[src/rtl/mood_pkg.sv]
// rtl/mood_pkg.sv - shared mood encodings and default timing constants for mood_trigger
package mood_pkg;

    // Must stay identical to animation_controller's IDLE/HAPPY encoding
    typedef enum logic {
        MOOD_IDLE  = 1'b0,
        MOOD_HAPPY = 1'b1
    } mood_t;

    localparam int DEBOUNCE_CYCLES_DEF = 1_000_000;
    localparam int DWELL_CYCLES_DEF    = 500_000_000;
    localparam int CNT_W_DEF           = 32;

endpackage

[src/rtl/mood_trigger_if.sv]
// rtl/mood_trigger_if.sv - button input and go/mood/level outputs of mood_trigger
interface mood_trigger_if;
    logic btn_in;
    logic go;
    logic mood;
    logic btn_level;

    modport master (output btn_in, input go, input mood, input btn_level);
    modport slave  (input btn_in, output go, output mood, output btn_level);
endinterface

[src/rtl/mood_trigger_btn_debounce.sv]
// rtl/mood_trigger_btn_debounce.sv - two-flop synchroniser, debounce counter and press strobe
import mood_pkg::*;

module btn_debounce #(
    parameter int DEBOUNCE_CYCLES = DEBOUNCE_CYCLES_DEF,
    parameter int CNT_W           = CNT_W_DEF
) (
    input  logic clk,
    input  logic rst_n,
    input  logic i_btn,
    output logic o_level,
    output logic o_press
);
    localparam logic [CNT_W-1:0] CNT_LAST = CNT_W'(DEBOUNCE_CYCLES - 1);

    logic             r_s1;
    logic             r_s2;
    logic             r_level;
    logic             r_press;
    logic [CNT_W-1:0] r_cnt;
    logic             w_mismatch;
    logic             w_accept;

    assign w_mismatch = (r_s2 != r_level);
    assign w_accept   = w_mismatch && (r_cnt == CNT_LAST);

    always_ff @(posedge clk or negedge rst_n) begin
        if (!rst_n) begin
            r_s1    <= 1'b0;
            r_s2    <= 1'b0;
            r_level <= 1'b0;
            r_press <= 1'b0;
            r_cnt   <= '0;
        end else begin
            r_s1    <= i_btn;
            r_s2    <= r_s1;
            r_press <= 1'b0;
            if (!w_mismatch) begin
                r_cnt <= '0;
            end else if (w_accept) begin
                r_cnt   <= '0;
                r_level <= r_s2;
                // Strobe only on the accepted rising level; releases are silent
                r_press <= r_s2;
            end else begin
                r_cnt <= r_cnt + 1'b1;
            end
        end
    end

    assign o_level = r_level;
    assign o_press = r_press;

endmodule

[src/rtl/mood_trigger.sv]
// rtl/mood_trigger.sv - debounced button to single-cycle go pulse with shadow mood FSM
// Optional auto-return to IDLE after the HAPPY dwell time: MOOD_AUTO_RETURN_EN
import mood_pkg::*;

module mood_trigger #(
    parameter int DEBOUNCE_CYCLES = DEBOUNCE_CYCLES_DEF,
    parameter int DWELL_CYCLES    = DWELL_CYCLES_DEF,
    parameter int CNT_W           = CNT_W_DEF
) (
    input  logic           clk,
    input  logic           rst_n,
    mood_trigger_if.slave  bus
);
    mood_t r_state;
    mood_t w_state_nxt;
    logic  r_go;
    logic  w_go_nxt;
    logic  w_press;
    logic  w_level;
    logic  w_expire;

    btn_debounce #(
        .DEBOUNCE_CYCLES (DEBOUNCE_CYCLES),
        .CNT_W           (CNT_W)
    ) u_debounce (
        .clk     (clk),
        .rst_n   (rst_n),
        .i_btn   (bus.btn_in),
        .o_level (w_level),
        .o_press (w_press)
    );

`ifdef MOOD_AUTO_RETURN_EN
    localparam logic [CNT_W-1:0] DWELL_LOAD = CNT_W'(DWELL_CYCLES - 1);

    logic [CNT_W-1:0] r_dwell;

    assign w_expire = (r_state == MOOD_HAPPY) && (r_dwell == '0);

    always_ff @(posedge clk or negedge rst_n) begin
        if (!rst_n) begin
            r_dwell <= '0;
        end else if (r_state == MOOD_IDLE && w_state_nxt == MOOD_HAPPY) begin
            r_dwell <= DWELL_LOAD;
        end else if (r_state == MOOD_HAPPY && r_dwell != '0) begin
            r_dwell <= r_dwell - 1'b1;
        end
    end
`else
    // Never true for a legal DWELL_CYCLES: HAPPY is left only by a press
    assign w_expire = (DWELL_CYCLES < 0);
`endif

    always_ff @(posedge clk or negedge rst_n) begin
        if (!rst_n) begin
            r_state <= MOOD_IDLE;
            r_go    <= 1'b0;
        end else begin
            r_state <= w_state_nxt;
            r_go    <= w_go_nxt;
        end
    end

    // A press landing right after a go is dropped so go never spans two cycles;
    // expiry and press together collapse into one toggle
    always_comb begin
        w_state_nxt = r_state;
        if (!r_go && (w_press || w_expire)) begin
            w_state_nxt = (r_state == MOOD_IDLE) ? MOOD_HAPPY : MOOD_IDLE;
        end
    end

    always_comb begin
        w_go_nxt = 1'b0;
        if (w_state_nxt != r_state) begin
            w_go_nxt = 1'b1;
        end
    end

    assign bus.go        = r_go;
    assign bus.mood      = r_state;
    assign bus.btn_level = w_level;

endmodule

[src/flat_wrapper.sv]
// flat-port wrapper written by rule: the top's interface ports become plain ports
module mood_trigger_flat 
#(
    parameter int DEBOUNCE_CYCLES = DEBOUNCE_CYCLES_DEF,
    parameter int DWELL_CYCLES    = DWELL_CYCLES_DEF,
    parameter int CNT_W           = CNT_W_DEF
)
  (clk, rst_n, bus_btn_in, bus_go, bus_mood, bus_btn_level);
  mood_trigger_if bus_i ();
  input  logic clk;
  input  logic rst_n;
  input wire logic [$bits(bus_i.btn_in)-1:0] bus_btn_in;
  output wire logic [$bits(bus_i.go)-1:0] bus_go;
  output wire logic [$bits(bus_i.mood)-1:0] bus_mood;
  output wire logic [$bits(bus_i.btn_level)-1:0] bus_btn_level;
  assign bus_i.btn_in = bus_btn_in;
  assign bus_go = bus_i.go;
  assign bus_mood = bus_i.mood;
  assign bus_btn_level = bus_i.btn_level;
  mood_trigger #(.DEBOUNCE_CYCLES(DEBOUNCE_CYCLES), .DWELL_CYCLES(DWELL_CYCLES), .CNT_W(CNT_W)) u_core (.clk(clk), .rst_n(rst_n), .bus(bus_i));
endmodule
[config.mk]
export PLATFORM = sky130hd
export DESIGN_NAME = mood_trigger_flat
export DESIGN_NICKNAME = d
export VERILOG_FILES = /design/src/rtl/mood_pkg.sv /design/src/rtl/mood_trigger_if.sv /design/src/rtl/mood_trigger_btn_debounce.sv /design/src/rtl/mood_trigger.sv /design/src/flat_wrapper.sv
export SDC_FILE = /design/constraint.sdc
export NUM_CORES = 1
export LEC_CHECK = 0
export CORE_UTILIZATION = 27
export CTS_BUF_LIST = sky130_fd_sc_hd__clkbuf_16
export DETAILED_ROUTE_END_ITERATION = 8
export GPL_TIMING_DRIVEN = 0
export PLACE_DENSITY_LB_ADDON = 0.08
export SETUP_SLACK_MARGIN = 0.1
export SLEW_MARGIN = 25
export SYNTH_ARGS = -nofsm -noshare
export SYNTH_HDL_FRONTEND = slang
export SYNTH_SLANG_ARGS = --single-unit
[constraint.sdc]
create_clock -name clk -period 2.4 [get_ports clk]
set_input_delay 0.36 -clock clk [delete_from_list [all_inputs] [get_ports clk]]
set_output_delay 0.36 -clock clk [all_outputs]
set_load 0.03 [all_outputs]
# [After elaboration in Yosys (flattened, before gate mapping)]
# Index checks and enable logic that the tools add are counted.
[op_classes] add_sub_neg=1 n_eq_ne=3 n_mux=7 n_reduce_logical=4
[op_table] cell="$mux W32" count=2
[op_table] cell="$add A32 B1 Y32 const B" count=1
[op_table] cell="$eq A32 B20 Y1 const B" count=1
[op_table] cell="$mux W1" count=5
[op_table] cell="$logic_and A1 B1 Y1" count=2
[op_table] cell="$ne A1 B1 Y1" count=2
[op_table] cell="$reduce_and A2 Y1" count=1
[op_table] cell="$logic_not A1 Y1" count=1
[totals] register_bits=38 in_bits=3 output_inout_bits=3 word_cells=22

# [Longest topological paths before layout]
# Gate-level depths: netlist of the first run.
[depth] word_depth=5 depth_mapped=6 mapped_depth_nobuf=5

# [Modules after synthesis]
# Synthesis of the first run repeated with hierarchy kept, for this count alone.
[unflattened] hier_cells=193 hier_area_um2=1919.3
[by_module_without_submodules] mod="btn_debounce" n_inst=1 cells_per_inst=189 area_per_inst_um2=1839.3 seq_area_each_um2=900.9
[by_module_without_submodules] mod="mood_trigger" n_inst=1 cells_per_inst=4 area_per_inst_um2=80.1 seq_area_each_um2=50.0

# [Least setup slack after synthesis of the first run]
# OpenSTA, ideal clock, no wires.
[synth_timing] path_kind="register to register" start="reg u_core.u_debounce.r_cnt[8]" end="reg u_core.u_debounce.r_cnt[29]" setup_ns=0.074 arrival_ns=1.798 required_ns=2.326 setup_slack_ns=0.528 path_stages_with_launch=6 n_path_buf=1 period_less_slack_ns=1.872 cell_sequence="dfrtp_1 -> nand4_2 -> or4_4 -> buf_6 -> or4_4 -> a21oi_2"
[synth_via] elab_chain_cells=4 word_cells_on_any_way=5 cone_classes="1 x add/sub; 1 x eq/ne; 2 x mux; 1 x reduce/logical"
[synth_lines] item="start: declaration" line="mood_trigger_btn_debounce.sv:20" text="logic [CNT_W-1:0] r_cnt;"
[synth_lines] item="start signal: assignment" line="mood_trigger_btn_debounce.sv:46" text="r_cnt <= r_cnt + 1'b1;"
[synth_lines] item="parallel branches: the longest is 2 deep, another holds $add A32 B1 Y32"
[synth_lines] item="$mux W32 *" line="mood_trigger_btn_debounce.sv:40" text="end else if (w_accept) begin"
[synth_lines] item="$mux W32 *" line="mood_trigger_btn_debounce.sv:38" text="if (!w_mismatch) begin"
# Every way passes the cells marked *.
# A chain may end at the register's enable or synchronous reset.

# [Worst setup path after layout of the first run]
[layout_timing] start="reg u_core.u_debounce.r_cnt[3]" end="reg u_core.u_debounce.r_cnt[21]"
# Same word-level chain as after synthesis.

==> impl_results.md, run 1 <==
- CP endpoint kind: register
- Total core area: 6830 sq um
- Post-synth EDFFs: 0
- Critical path origin: u_core.u_debounce.r_cnt[3]$_DFF_PN0_
- CTS clk-pin slew, worst paths: around 60 ps
- Clock latency on the worst-skew pair: 280 ps
- Post-Route Utilization: roughly a third
- Synthesis-to-finish area growth: 20.3%
- Clock sinks: 38
- CTS tree: done
- Die area: 7460 sq um
- Total number of vias: 1,591
- Initial antenna violation count: 0
- Main synth FF type: dfrtp_1
- Global-route track usage on met3: 2.86%
- Largest net degree at the start of global routing: 23
- IO buf count: 5
- Layout Nets: 210
- Status: completed
- Ant. Diodes: 0
- Finished Layout Cells: just over 300
- Via-per-instance ratio: 5.25
- Worst-margin pin slew: around 470 ps
- Post-Syn Nets: 197
- # rows: 30
- Placer Congestion: 0.749
- Leakage: 0.884 nW
- Yosys cell types: 31
- CP top delay family: simple AND/OR/NAND/NOR gates
- Yosys Warn Count: 0
- Worst Path Required: 2600 ps
- Buf+Inv Stages, Crit Path: 1
- Routed WL per cell: 15.2 microns
- FF-to-FF path depth: 5
- Mapped Avg Cell Area: 9.96 sq um
- ANT nets after route: 0
- Fraction of layout cells with a size suffix above 1: 11.1%
- # DRC: 0
- Tmin final: 2100 ps
- CP max-delay cell: dfrtp_1
- Final setup vio count: 0
- Die width: 86.4 microns
- Initial DRC count: 52
- GRT met1 Usage: 18.4%
- Fin crit share: between 80% and 90%
- Worst vdd rail ir drop: 0.324 mV
- Routing usage on met2: between 20% and 30%
- Levels on crit path: 5
- Total GRT Usage: 14.0%
- Crit Path Max Fanout: 10
- Setup TNS: 0 ps
- Critical path class: register to register
- Placed Instances: about 300
- Number of global-route vias before repair: 1,579
- Gr busiest metal: met2
- Clock Path Buffers: 2
- Pwr dens: 673 nW/um^2
- Final Skew: 5.04 ps
- Initial Util: 28.1%
- Worst Slack Setup Final: about 300 ps
- Type of the most critical hold path: input pin to async pin
- Clk root buf: clkbuf_16
- HPWL after DPL: 3.30 mm
- Cells after synthesis: 193
- Max-slew violations: 0
- Unrepaired setup endpoints after global routing: false
- Yosys reg bits: 38
- Number of I/O pins: 6
- Die Height: 86.4 microns
- Fin. Hold Viols: 0
- # H-tree levels: 2
- First drt pass iteration count: 4
- Grt total ovfl: 0
- F_max: 477 MHz
- Type of origin of the critical path: register
- Slew HR: slightly below 70%
- Sequential share of the synthesized area: between 40% and 50%
- Max Cap Viol: 0
- Mapped Area: just under 2000 sq um
- Max stage delay on crit path: roughly 460 ps
- First-pass GRT wire length: 7.95 mm
- Crit Reg-Reg Startpoint: u_core.u_debounce.r_cnt[3]$_DFF_PN0_
- Ys async rst share: 100%
- Critical Path AT: 2300 ps
- Place WS: 186 ps
- CTS Buf Count: 5
- Post-Route WL: 4.60 mm
- CP Cell Sequence: and4_1 -> nand3_1 -> clkbuf_1 -> or3_1 -> a21oi_1
[state kept, by name, indices dropped and copies added, names as in the netlist]
register	count
u_core.bus.go	1
u_core.bus.mood	1
u_core.u_debounce.o_level	1
u_core.u_debounce.o_press	1
u_core.u_debounce.r_cnt	32
u_core.u_debounce.r_s1	1
u_core.u_debounce.r_s2	1
[cell usage after synthesis (8+ instances only)]
master    n  area, sq um
dfrtp_1  38          951
a21oi_1  16         80.1
nor2_1   14         52.6
o31ai_1  12         90.1
nand2_1  11         41.3
nand3_1  11         55.1
nand4_1  11         68.8
or4_1    10         75.1
or3_1     9         56.3
xor2_1    9         78.8
o21ai_0   8         40.0
[cell usage in the layout, fill, tap and decap left out, types with 2 or more instances in the layout]
cell type,synthesis,final
clkdlybuf4s50_1,0,4
nor4_1,5,5
o31ai_1,12,12
xor2_1,9,9
nand3_1,11,11
buf_6,2,2
and3_1,3,3
nand2_1,11,11
or3_1,9,9
a21oi_1,16,16
dfrtp_1,38,38
clkbuf_1,5,2
clkbuf_16,0,5
nor3_1,2,2
nand4_1,11,11
o21ai_0,8,8
bufinv_16,0,2
nor2_1,14,14
and4_1,5,5
inv_1,3,3
or4_4,3,3
xnor2_1,5,5
clkbuf_2,0,3
or4_1,10,10
[area by class of cell]
type	instances	area [sq um]
Multi-Input combinational cell	145	918
Clock inverter	3	68.8
Inverter	3	11.3
Tap cell	96	120
Clock buffer	5	125
Sequential cell	38	951
Buffer	7	45.0
Timing Repair Buffer	6	72.6
Fill cell	721	4520
[report_power, final]
| group | internal [W] | switching, W | total [W] | leakage, nW |
|---|---|---|---|---|
| combinational | 0.0000132 | 0.0000278 | 0.0000410 | 0.266 |
| sequential | 0.000646 | 0.00000484 | 0.000651 | 0.524 |
| clock | 0.000597 | 0.000267 | 0.000864 | 0.0940 |
[cell families after synthesis]
| family | after synthesis | synth area share (%) |
|---|---|---|
| AND/OR/NAND/NOR | 91 | 28.4 |
| AO/OA/AOI/OAI | 38 | 11.8 |
| flip-flops | 38 | 49.5 |
| XOR/XNOR | 14 | 6.38 |
| buffers and inverters | 10 | 2.73 |
| multiplexers | 1 | 0.586 |
| adder cells (fa/ha/maj) | 1 | 0.651 |
[through the flow]
| step | area, sq um | total power [W] | hold WS [ps] |
|---|---|---|---|
| after floorplan | 1920 | 0.000676 | 64.4 |
| after global placement | 2090 | 0.000700 | 340 |
| after detailed placement | 2110 | 0.000705 | 332 |
| after CTS | 2310 | 0.00158 | 31.2 |
| after global routing | 2310 | 0.00161 | 52.9 |
| final | 2310 | 0.00156 | 20.6 |
[per-layer routing]
layer | routed length [microns] | share of wire (%) | vias up
li1 | - | - | 764
met1 | 2260 | 49 | 806
met2 | 2230 | 48 | 17
met3 | 75 | 1.6 | 4
met4 | 41 | 0.89 | 0
met5 | 0 | 0 | -
[path summary, 6_finish.rpt]
path | to | slack, ps
worst max register to register | u_core.u_debounce.r_cnt[21]$_DFF_PN0_ | 300
worst min-delay path | u_core.u_debounce.r_cnt[29]$_DFF_PN0_ | 20
min in group clk | u_core.u_debounce.r_s2$_DFF_PN0_ | 350
worst max-delay path | u_core.u_debounce.r_cnt[21]$_DFF_PN0_ | 300
max in group asynchronous | u_core.u_debounce.r_cnt[10]$_DFF_PN0_ | 1910
worst min register to register | u_core.u_debounce.r_s2$_DFF_PN0_ | 350
[what timing repair did]
| action | 4_1_cts | 5_1_grt |
|---|---|---|
| buffers inserted | 0 | 0 |
| resized for setup | 0 | 6 |
| hold buffers | 0 | 0 |
| endpoints found under the setup margin | 0 | 19 |
Power figures use the tool's default switching activity.
==> inputs of run 2 (changes only) <==
- TNS_END_PERCENT: default -> 5
- clock period: 2.4 -> 2.5 ns (I/O delays scaled with it)
==> run 2 against run 1 <==
  * Setup slack improved by 7.9 ps
  * Power decreased by 4.1%
  * Sequential share of layout area increased by 0.067 points
  * Via count decreased by 0.63%
  * Non-clock buffer count did not move
  * Register-to-register slack hardly changed
  * Die area is the same
  * Wire length is 0.48% lower
  * Design area fell by 0.16%
  * Cell count stayed put
==> impl_results.md, run 2 (synthesis results as in run 1) <==
- Routed WL per cell: approximately 15 microns
- F_max: around 460 MHz
- Combinational share of power: 2.6%
- Status: completed
- IO buf count: 5
- Clock sinks: 38
- Leakage: 0.875 nW
- Post-Route WL: 4.58 mm
- Max Cap Viol: 0
- Internal: 0.00121 W
- Fraction of layout cells with a size suffix above 1: just under 10%
- Sw power: 0.000287 W
- Number of global-route vias before repair: ~1,600
- Fin crit share: 87.5%
- Worst-margin pin slew: 562 ps
- Total core area: 6830 sq um
- Grt total ovfl: 0
- Max reg flops: 32
- Layout Nets: 210
- First-pass GRT wire length: 7.95 mm
- Most frequent cells in the layout: dfrtp_1, a21oi_1, nor2_1
- HPWL after DPL: 3.30 mm
- Worst Path Required: roughly 2600 ps
- CTS tree: done
- Initial antenna violation count: 0
- Die Height: 86.4 microns
- Post-CTS sizing: 0
- Postcts setup bufs: 0
- Critical path class: register to register
- Worst vdd rail ir drop: between 0.3 and 0.4 mV
- Slew HR: 62.5%
- Crit Path Max Fanout: 10
- Total GRT Usage: 14.0%
- Tmin final: 2190 ps
- Layout fillers: around 720
- # DRC: 0
- Ant. Diodes: 0
- FF-to-FF path depth: 5
- Unrepaired setup endpoints after global routing: false
- Post-Route Utilization: 33.8%
- Largest net degree at the start of global routing: 23
- Die width: 86.4 microns
- Number of I/O pins: 6
- Total number of vias: 1,581
- Initial DRC count: 45
- CTS hold repair buffers: 0
- Setup TNS: 0 ps
- First drt pass iteration count: 4
- CTS Buf Count: 5
- Initial Util: 28.1%
- Pwr dens: 647 nW/um^2
- Critical Path AT: 2320 ps
- Placer Congestion: 0.749
- CP endpoint kind: register
- Fin. Hold Viols: 0
- Clock power share: 55.6%
- Largest Register: u_core.u_debounce.r_cnt
- Clock Path Buffers: 2
- Via-per-instance ratio: 5.22
- Crit Reg-Reg Startpoint: u_core.u_debounce.r_cnt[22]$_DFF_PN0_
- Flop pwr share: 41.9%
- Max-slew violations: 0
- # H-tree levels: 2
- Final setup vio count: 0
- Hold Slack: 33.6 ps
- Switching share of total power: approximately a fifth
- CTS clk-pin slew, worst paths: roughly 60 ps
- Type of the most critical hold path: input pin to async pin
- # rows: 30
- Commonest non-fill, non-tap cell in the layout: dfrtp_1
- Clock latency on the worst-skew pair: 280 ps
- Clk root buf: clkbuf_16
- Die area: 7460 sq um
- Synthesis-to-finish area growth: 20.1%
- ANT nets after route: 0
- Type of origin of the critical path: register
- Critical path origin: u_core.u_debounce.r_cnt[22]$_DFF_PN0_
- Final Skew: 5.16 ps
- PnR Total Power: approximately 0.0015 W
-- run 2: critical path, stage by stage, from the launching register on --
cell      delay, ps
dfrtp_1         440
nor4_1          470
nand4_1         180
o31ai_1         380
clkbuf_1        490
a21oi_1          90
-- run 2: per-stage QoR --
stage | instances | setup WS [ps] | instance area, sq um
final | 303 | 312 | 2310
after global routing | 303 | 155 | 2310
after CTS | 303 | 285 | 2310
after detailed placement | 295 | 286 | 2110
after global placement | 294 | 84.6 | 2090
after floorplan | 193 | 628 | 1920
-- run 2: worst paths after layout --
check	endpoint	slack (ps)
max	u_core.u_debounce.r_cnt[19]$_DFF_PN0_	310
min	u_core.u_debounce.r_cnt[29]$_DFF_PN0_	30
max reg2reg	u_core.u_debounce.r_cnt[19]$_DFF_PN0_	310
min reg2reg	u_core.u_debounce.r_s2$_DFF_PN0_	350
max in group asynchronous	u_core.u_debounce.r_cnt[10]$_DFF_PN0_	2000
min in group clk	u_core.u_debounce.r_s2$_DFF_PN0_	350
-- run 2: final cells by class --
| type | count | area [sq um] | share of cell area, % |
|---|---|---|---|
| well taps | 96 | 120 | 5.20 |
| clock buffers | 5 | 125 | 5.42 |
| multi-input cells | 145 | 918 | 39.8 |
| flip-flops and latches | 38 | 951 | 41.2 |
| inverters | 3 | 11.3 | 0.488 |
| plain buffers | 7 | 41.3 | 1.79 |
| repair buffers | 6 | 72.6 | 3.14 |
| clock inverters | 3 | 68.8 | 2.98 |
-- run 2: power by group through the flow --
stage | registers (W) | logic, W | clock network [W]
after floorplan | 0.000636 | 0.0000135 | 0
after global placement | 0.000637 | 0.0000353 | 0
after detailed placement | 0.000637 | 0.0000401 | 0
after CTS | 0.000625 | 0.0000405 | 0.000849
after global routing | 0.000626 | 0.0000447 | 0.000873
final | 0.000625 | 0.0000383 | 0.000829
-- run 2: layer usage --
metal / vias to the layer above / share of wire, % / GRT usage (%)
met4: 0 / 0.90 / 5.00
met1: 795 / 49 / 18.4
li1: 767 / - / -
met5: - / 0 / 0
met3: 4 / 1.9 / 2.86
met2: 15 / 48 / 22.9
==> inputs of run 3 (changes only) <==
- RECOVER_POWER: default -> 50
==> run 3 against run 2 <==
  * Combinational power down 13%
  * Sequential share of layout area up 0.45 points
  * Utilization down 0.37 points
  * Critical path depth unchanged
  * Non-clock buffer count unchanged
  * Highest routed layer unchanged
==> impl_results.md, run 3 (synthesis results as in run 1) <==
- Sw power: 0.000288 W
- Buf+Inv Stages, Crit Path: 1
- Total GRT Usage: 14.0%
- RR Endpoint: u_core.u_debounce.r_cnt[19]$_DFF_PN0_
- Die width: 86.4 microns
- Clock sinks: 38
- Final setup vio count: 0
- CP top delay family: simple AND/OR/NAND/NOR gates
- Max-slew violations: 0
- Total core area: 6830 sq um
- Combinational share of power: under 10%
- Post-CTS sizing: 0
- Clk root buf: clkbuf_16
- HPWL after DPL: 3.30 mm
- # H-tree levels: 2
- Flop pwr share: about two fifths
- Layout Nets: 210
- Routed WL per cell: around 15 microns
- Tmin final: 2190 ps
- CP max-delay cell: clkbuf_1
- Max stage delay on crit path: 490 ps
- First-pass GRT wire length: 7.95 mm
- Fin. Hold Viols: 0
- Total number of vias: 1,580
- CTS Buf Count: 5
- Type of the most critical hold path: input pin to async pin
- Most frequent cells in the layout: dfrtp_1, a21oi_1, nor2_1
- Fraction of layout cells with a size suffix above 1: 8.70%
- Max reg flops: 32
- ANT nets after route: 0
- First drt pass iteration count: 4
- Crit Reg-Reg Startpoint: u_core.u_debounce.r_cnt[22]$_DFF_PN0_
- Leakage: between 0.8 and 0.9 nW
- # rows: 30
- Type of origin of the critical path: register
- CTS clk-pin slew, worst paths: around 60 ps
- Postcts setup bufs: 0
- Pwr dens: approximately 650 nW/um^2
- Status: completed
- Clock Path Buffers: 2
- Post-Route WL: 4.59 mm
- Worst Path Required: between 2000 and 3000 ps
- Setup TNS: 0 ps
- CTS tree: done
- Layout fillers: ~720
- Clock latency on the worst-skew pair: 280 ps
- Die Height: 86.4 microns
- # DRC: 0
- Post-Place Cell Area: 2110 sq um
- Max Cap Viol: 0
- Initial antenna violation count: 0
- Switching share of total power: 19.3%
- R2r setup slk: 310 ps
- Final Skew: 5.50 ps
- IO buf count: 5
- Ant. Diodes: 0
- Initial DRC count: 47
- Via-per-instance ratio: 5.21
- Initial Util: 28.1%
- CTS hold repair buffers: 0
- Largest net degree at the start of global routing: 23
- Placer Congestion: 0.749
- Fin area: 2280 sq um
- Crit Path Max Fanout: 10
- Internal: 0.00120 W
- Die area: 7460 sq um
- F_max: 456 MHz
- Unrepaired setup endpoints after global routing: false
- Critical path class: register to register
- Commonest non-fill, non-tap cell in the layout: dfrtp_1
- Synthesis-to-finish area growth: 18.8%
- FF-to-FF path depth: 5
- CP endpoint kind: register
- Worst vdd rail ir drop: 0.309 mV
- Number of I/O pins: 6
- Largest Register: u_core.u_debounce.r_cnt
- Fin crit share: 87.6%
- Slew HR: 18.8%
- Worst-margin pin slew: 1220 ps
- Number of global-route vias before repair: 1,579
- CP Cell Sequence: nor4_1 -> nand4_1 -> o31ai_1 -> clkbuf_1 -> a21oi_1
- Critical Path AT: 2330 ps
- Clock power share: 55.8%
- Grt total ovfl: 0
-- run 3: final cells by class --
cell class	count	area (sq um)	area share, %
Inverter	3	11.3	0.493
Timing Repair Buffer	6	47.5	2.08
Tap cell	96	120	5.26
Clock buffer	5	125	5.48
Buffer	7	41.3	1.81
Sequential cell	38	951	41.6
Multi-Input combinational cell	145	918	40.2
Clock inverter	3	68.8	3.01
-- run 3: worst reg2reg max path, stage by stage, from the launching register on --
cell	delay, ps
dfrtp_1	440
nor4_1	470
nand4_1	180
o31ai_1	380
clkbuf_1	490
a21oi_1	90
-- run 3: layer usage --
layer | track usage, % | routed length [microns]
met4 | 5.00 | 41
met5 | 0 | 0
met3 | 2.86 | 77
met2 | 22.9 | 2190
met1 | 18.4 | 2280
-- run 3: worst max path at each step --
stage / from / endpoint / slack, ps / cells after the start
final: u_core.u_debounce.r_cnt[22]$_DFF_PN0_ / u_core.u_debounce.r_cnt[19]$_DFF_PN0_ / 310 / 5
after detailed placement: u_core.u_debounce.r_cnt[22]$_DFF_PN0_ / u_core.u_debounce.r_cnt[19]$_DFF_PN0_ / 290 / 5
after CTS: u_core.u_debounce.r_cnt[22]$_DFF_PN0_ / u_core.u_debounce.r_cnt[19]$_DFF_PN0_ / 280 / 5
after floorplan: u_core.u_debounce.r_cnt[8]$_DFF_PN0_ / u_core.u_debounce.r_cnt[29]$_DFF_PN0_ / 630 / 5
after global placement: rst_n / u_core.u_debounce.r_cnt[10]$_DFF_PN0_ / 80 / 1
after global routing: u_core.u_debounce.r_cnt[22]$_DFF_PN0_ / u_core.u_debounce.r_cnt[20]$_DFF_PN0_ / 160 / 5
-- run 3: power groups by stage --
| stage | clock network (W) | registers, W | logic (W) |
|---|---|---|---|
| 2_1_floorplan | 0 | 0.000636 | 0.0000135 |
| 3_3_place_gp | 0 | 0.000637 | 0.0000353 |
| 3_5_place_dp | 0 | 0.000637 | 0.0000401 |
| 4_1_cts | 0.000849 | 0.000625 | 0.0000405 |
| 5_1_grt | 0.000873 | 0.000626 | 0.0000395 |
| 6_report | 0.000830 | 0.000625 | 0.0000335 |
-- run 3: metrics by stage --
| stage | setup WS, ps | power [W] | hold WS, ps | util (%) | instances |
|---|---|---|---|---|---|
| after floorplan | 628 | 0.000649 | 79.4 | - | 193 |
| after global routing | 155 | 0.00154 | 308 | 33.4 | 303 |
| after detailed placement | 286 | 0.000677 | 339 | 31.0 | 295 |
| after CTS | 285 | 0.00151 | 46.2 | 33.8 | 303 |
| after global placement | 84.6 | 0.000672 | 340 | 30.6 | 294 |
| final | 309 | 0.00149 | 205 | 33.4 | 303 |
==> edit 1: new RTL, config.mk and constraints of run 1 <==
`CNT_W_DEF`: 32 -> 64.
--- a/src/rtl/mood_pkg.sv
+++ b/src/rtl/mood_pkg.sv
@@ -10,5 +10,5 @@
     localparam int DEBOUNCE_CYCLES_DEF = 1_000_000;
     localparam int DWELL_CYCLES_DEF    = 500_000_000;
-    localparam int CNT_W_DEF           = 32;
+    localparam int CNT_W_DEF           = 64;
 
 endpackage
Check against the original RTL: no difference found for any inputs over 10 cycles, from zero or initial values and one cycle with rst_n low; that may be too few to reach the edited logic, so the function may still have changed.
==> edit 1 against run 1 <==
  * Via count increased by 89%
  * Setup slack got worse by 210 ps
  * Total power increased by 77%
  * Utilization increased by 2.0 points
  * Largest cell class is now multi-input combinational cells
  * Critical path type unchanged
  * Wire length increased by 110%
  * Sequential cell count increased by 32
  * Cell area increased by 110%
  * Area after synthesis increased by 93%
==> edit 1: results (changes against run 1) <==
- Status: finished clean
- Met3 GRT Util: 3.352% (+0.50 points)
- Seq cells: 70 (+84%)
- Clock skew: 5.882 ps (+0.8414 ps)
- Inst Count DP: 560 (+90%)
- Drt via density: 5.097 (-2.9%)
- Synth cell types: 40 (+29%)
- Non-clk buf share: 7.882% (+2.8 points)
- Signal inverters: 9 (+6)
- Worst relative slew slack: 64.25% (-4.4 points)
- Worst reg2reg startpoint: u_core.u_debounce.r_cnt[54]
- Slowest cell on crit path: or4b_4
- Crit path DAT: 2540 ps (+240 ps)
- Routability congestion estimate: 0.7343 (-2.0%)
- Worst VDD drop: 0.0003052 V (-5.9%)
- # H-tree levels: 3 (+1)
- Sequential share of the synthesized area: 47.23% (-2.2 points)
- WL final: 9749 microns (+110%)
- Max reg flops: 64 (+100%)
- Met1 Track Usage GR: 21.42% (+3.0 points)
- Number of DRC markers in iteration 0: 157 (+200%)
- Fill cells: 1,326 (+84%)
- Mux contribution to synthesized area: 0.3036% (-0.28 points)
- Tot GR Track Use: 15.15% (+1.2 points)
- M1 WL: 4808 microns (+110%)
- Xor/xnor share of the synthesized area: 8.738% (+2.4 points)
- Fin nets: 413 (+97%)
## edit 1: cell families (layout without fill, tap and decap cells)
kind of cell               after synthesis  count (layout)
xor gates and xnor gates                37              37
and+or+nand+nor                        191             191
muxes                                    1               1
DFF                                     70              70
buffers and inverters                   23              59
adders and majority gates                1               1
AOI/OAI and AO/OA                       55              55
## edit 1: through the flow
| step | setup slack, ps | TNS (ps) | cell area (sq um) | hold slack, ps |
|---|---|---|---|---|
| floorplan | 275.5 | 0 | 3709 | 64.41 |
| global placement | -1773 | -137050 | 3979 | 341.1 |
| detailed placement | -409.1 | -14250 | 3996 | 337.1 |
| CTS | -16.43 | -318.7 | 4589 | 21.36 |
| global route | -3.050 | -6.626 | 4762 | 44.96 |
| finish | 91.59 | 0 | 4762 | 4.404 |
## edit 1: where the power goes
group	total [uW]	switching, uW	leakage, uW	internal, uW
Sequential	1190	4.40	0.000968	1190
Combinational	107	63.7	0.000728	43.2
Clock	1460	548	0.000156	913
## edit 1: repair_timing
item                                    CTS  global route
setup buffers                             8             4
gates cloned                              1             1
hold buffers                              0             0
endpoints found under the setup margin   66            64
resized for setup                        47            33
pin swaps                                 5            13
## edit 1: worst max path at each step
stage	to	from
4_1_cts	u_core.u_debounce.r_cnt[62]	u_core.u_debounce.r_cnt[54]
3_3_place_gp	u_core.u_debounce.r_cnt[42]	rst_n
5_1_grt	u_core.u_debounce.r_cnt[54]	u_core.u_debounce.r_cnt[62]
3_5_place_dp	u_core.u_debounce.r_cnt[42]	u_core.u_debounce.r_cnt[0]
2_1_floorplan	u_core.u_debounce.r_cnt[42]	u_core.u_debounce.r_cnt[0]
6_report	u_core.u_debounce.r_cnt[36]	u_core.u_debounce.r_cnt[54]
==> edit 2: new RTL, flow settings as in run 1 <==
Made on the original files. Build with the macro `MOOD_AUTO_RETURN_EN` defined.
--- a/src/rtl/mood_trigger.sv
+++ b/src/rtl/mood_trigger.sv
@@ -1,4 +1,6 @@
 // rtl/mood_trigger.sv - debounced button to single-cycle go pulse with shadow mood FSM
 // Optional auto-return to IDLE after the HAPPY dwell time: MOOD_AUTO_RETURN_EN
+`define MOOD_AUTO_RETURN_EN
+
 import mood_pkg::*;
 
Formal check against the unedited RTL: no difference found for any inputs over 10 cycles, from zero or initial values and one cycle with rst_n low; that may be too few to reach the edited logic, so the function may still have changed.
==> edit 2 against run 1 <==
  * The run now ends with negative setup slack left
  * Worst hold slack better by 340 ps
  * Wire length up 110%
  * Global-route usage up 0.28 points
  * Total power up 62%
  * Setup slack worse by 560 ps
  * Cell area up 100%
  * Synthesized cell count up 100%
  * Area after synthesis up 93%
  * Sequential cell count up 32
  * Via count up 83%
  * Critical path type unchanged
  * Largest cell class is now multi-input combinational cells
  * Largest power group unchanged
==> edit 2: results (changes against run 1) <==
- HP Class: flop to flop
- Clock buf/inv share: 5.977% (-2.4 points)
- Signal inverters: 11 (+8)
- Met1 Track Usage GR: 18.11% (-0.27 points)
- CLK BUF: 9 (+4)
- PnR worst setup slack: -254.7 ps (-559.1 ps)
- Commonest cells in the netlist: dfrtp_1, nor2_1, nand2_1
- Crit path DAT: 2900 ps (+600 ps)
- Switching power: 537.4 uW (+79%)
- M1 WL: 4511 microns (+100%)
- Comb pwr: 50.5 uW (+23%)
- Worst relative slew slack: 55.54% (-13 points)
- Count of plain and timing-repair buffers: 39 (+26)
- Post-Syn Nets: 393 (+99%)
- Sequential share of the synthesized area: 47.19% (-2.3 points)
- # H-tree levels: 3 (+1)
- Largest cells by area after synthesis: dfrtp_1, nor2_1, xor2_1
- Fin nets: 429 (+100%)
- Non-clk buf share: 9.086% (+4.0 points)
- Status: finished, violations left
- Worst r2r dst: u_core.r_dwell[10]
- Tot GR Track Use: 14.26% (+0.28 points)
- Average size of a mapped cell: 9.593 sq um (-3.7%)
- Mux contribution to synthesized area: 0.3033% (-0.28 points)
- Routed wl met3: 225 microns (+200%)
- Xor/xnor share of the synthesized area: 7.550% (+1.2 points)
- DR top layer: met4
- Total area of sequential cells: 1753 sq um (+84%)
- Clock skew: 4.651 ps (-0.3899 ps)
- Clock latency on the worst-skew pair: 330 ps (+50 ps)
- Routability congestion estimate: 0.7063 (-5.7%)
- Worst reg2reg startpoint: u_core.r_dwell[26]
- Setup Viol. Count Final: 32 (+32)
- Metal2 WL: 4591 microns (+110%)
- Inst Count DP: 569 (+93%)
- Leakage: 0.002003 uW (+130%)
- Synth cell types: 55 (+77%)
- #MultiIn Comb: 292 (+100%)
- R2R cell count: 12 (+7)
- Vias in the first global route: 3,035 (+92%)
- Worst VDD drop: 0.0003119 V (-3.8%)
- Multi-input gate share of total cell area: 41.70% (+2.0 points)
- Adder-cell share of the synthesized area: 1.011% (+0.36 points)
- Failing checks: negative setup slack
- Number of DRC markers in iteration 0: 112 (+120%)
- GRT met2 Usage: 24.16% (+1.3 points)
- Vias: 2,918 (+83%)
- Largest net degree at the start of global routing: 39 (+70%)
- Detailed placement HPWL: 5937 microns (+80%)
- Hold Slack: 362.8 ps (+342.2 ps)
- Seq group: 1190 uW (+83%)
- Crit-path max FO: 6 (-4)
- Flop and latch count out of synthesis: 70 (+84%)
edit 2: cell count changes after synthesis, sizes merged, moves of 7 or more:
cell and delta:
nor2 +58, xnor2 +8, inv +8, nand2 +13, a31oi +11, dfrtp +32
o31ai -8, nor3 +16, xor2 +10, or4 -9, nand3 +7
edit 2: per-stage QoR:
step / setup WS (ps) / setup TNS [ps] / area (sq um)
final: -254.7 / -6153 / 4668
after global routing: -453.3 / -12000 / 4668
after CTS: -257.8 / -6250 / 4599
after detailed placement: -504.4 / -12910 / 4036
after global placement: -1738 / -133940 / 4019
after floorplan: -14.88 / -60.21 / 3749
edit 2: worst max-delay path by stage:
stage | from | end | slack, ps | depth (start not counted)
floorplan | u_core.r_dwell[26] | u_core.r_dwell[16] | -10 | 12
global placement | rst_n | u_core.u_debounce.r_cnt[15] | -1740 | 1
detailed placement | u_core.r_dwell[0] | u_core.r_dwell[10] | -500 | 14
CTS | u_core.r_dwell[26] | u_core.r_dwell[10] | -260 | 12
global route | u_core.r_dwell[26] | u_core.r_dwell[6] | -450 | 12
finish | u_core.r_dwell[26] | u_core.r_dwell[10] | -250 | 12
edit 2: repair_timing:
| item | 4_1_cts | 5_1_grt |
|---|---|---|
| gates cloned | 3 | 2 |
| resized for setup | 36 | 13 |
| setup endpoints to repair | 63 | 63 |
| pin swaps | 3 | 5 |
| hold buffers | 1 | 0 |
| buffers inserted | 12 | 2 |
| endpoints found under the hold margin | 19 | 0 |
edit 2: worst max-delay path, cell delays in order (launching register included):
cell        delay, ps
dfrtp_1           380
or3_4             400
or4_4             450
nor3_4            200
a31oi_1           110
nor2_1            100
ha_2              180
buf_6             120
clkinvlp_4        140
clkbuf_16         200
nand2_1            70
a21oi_2            60
a41oi_2           150
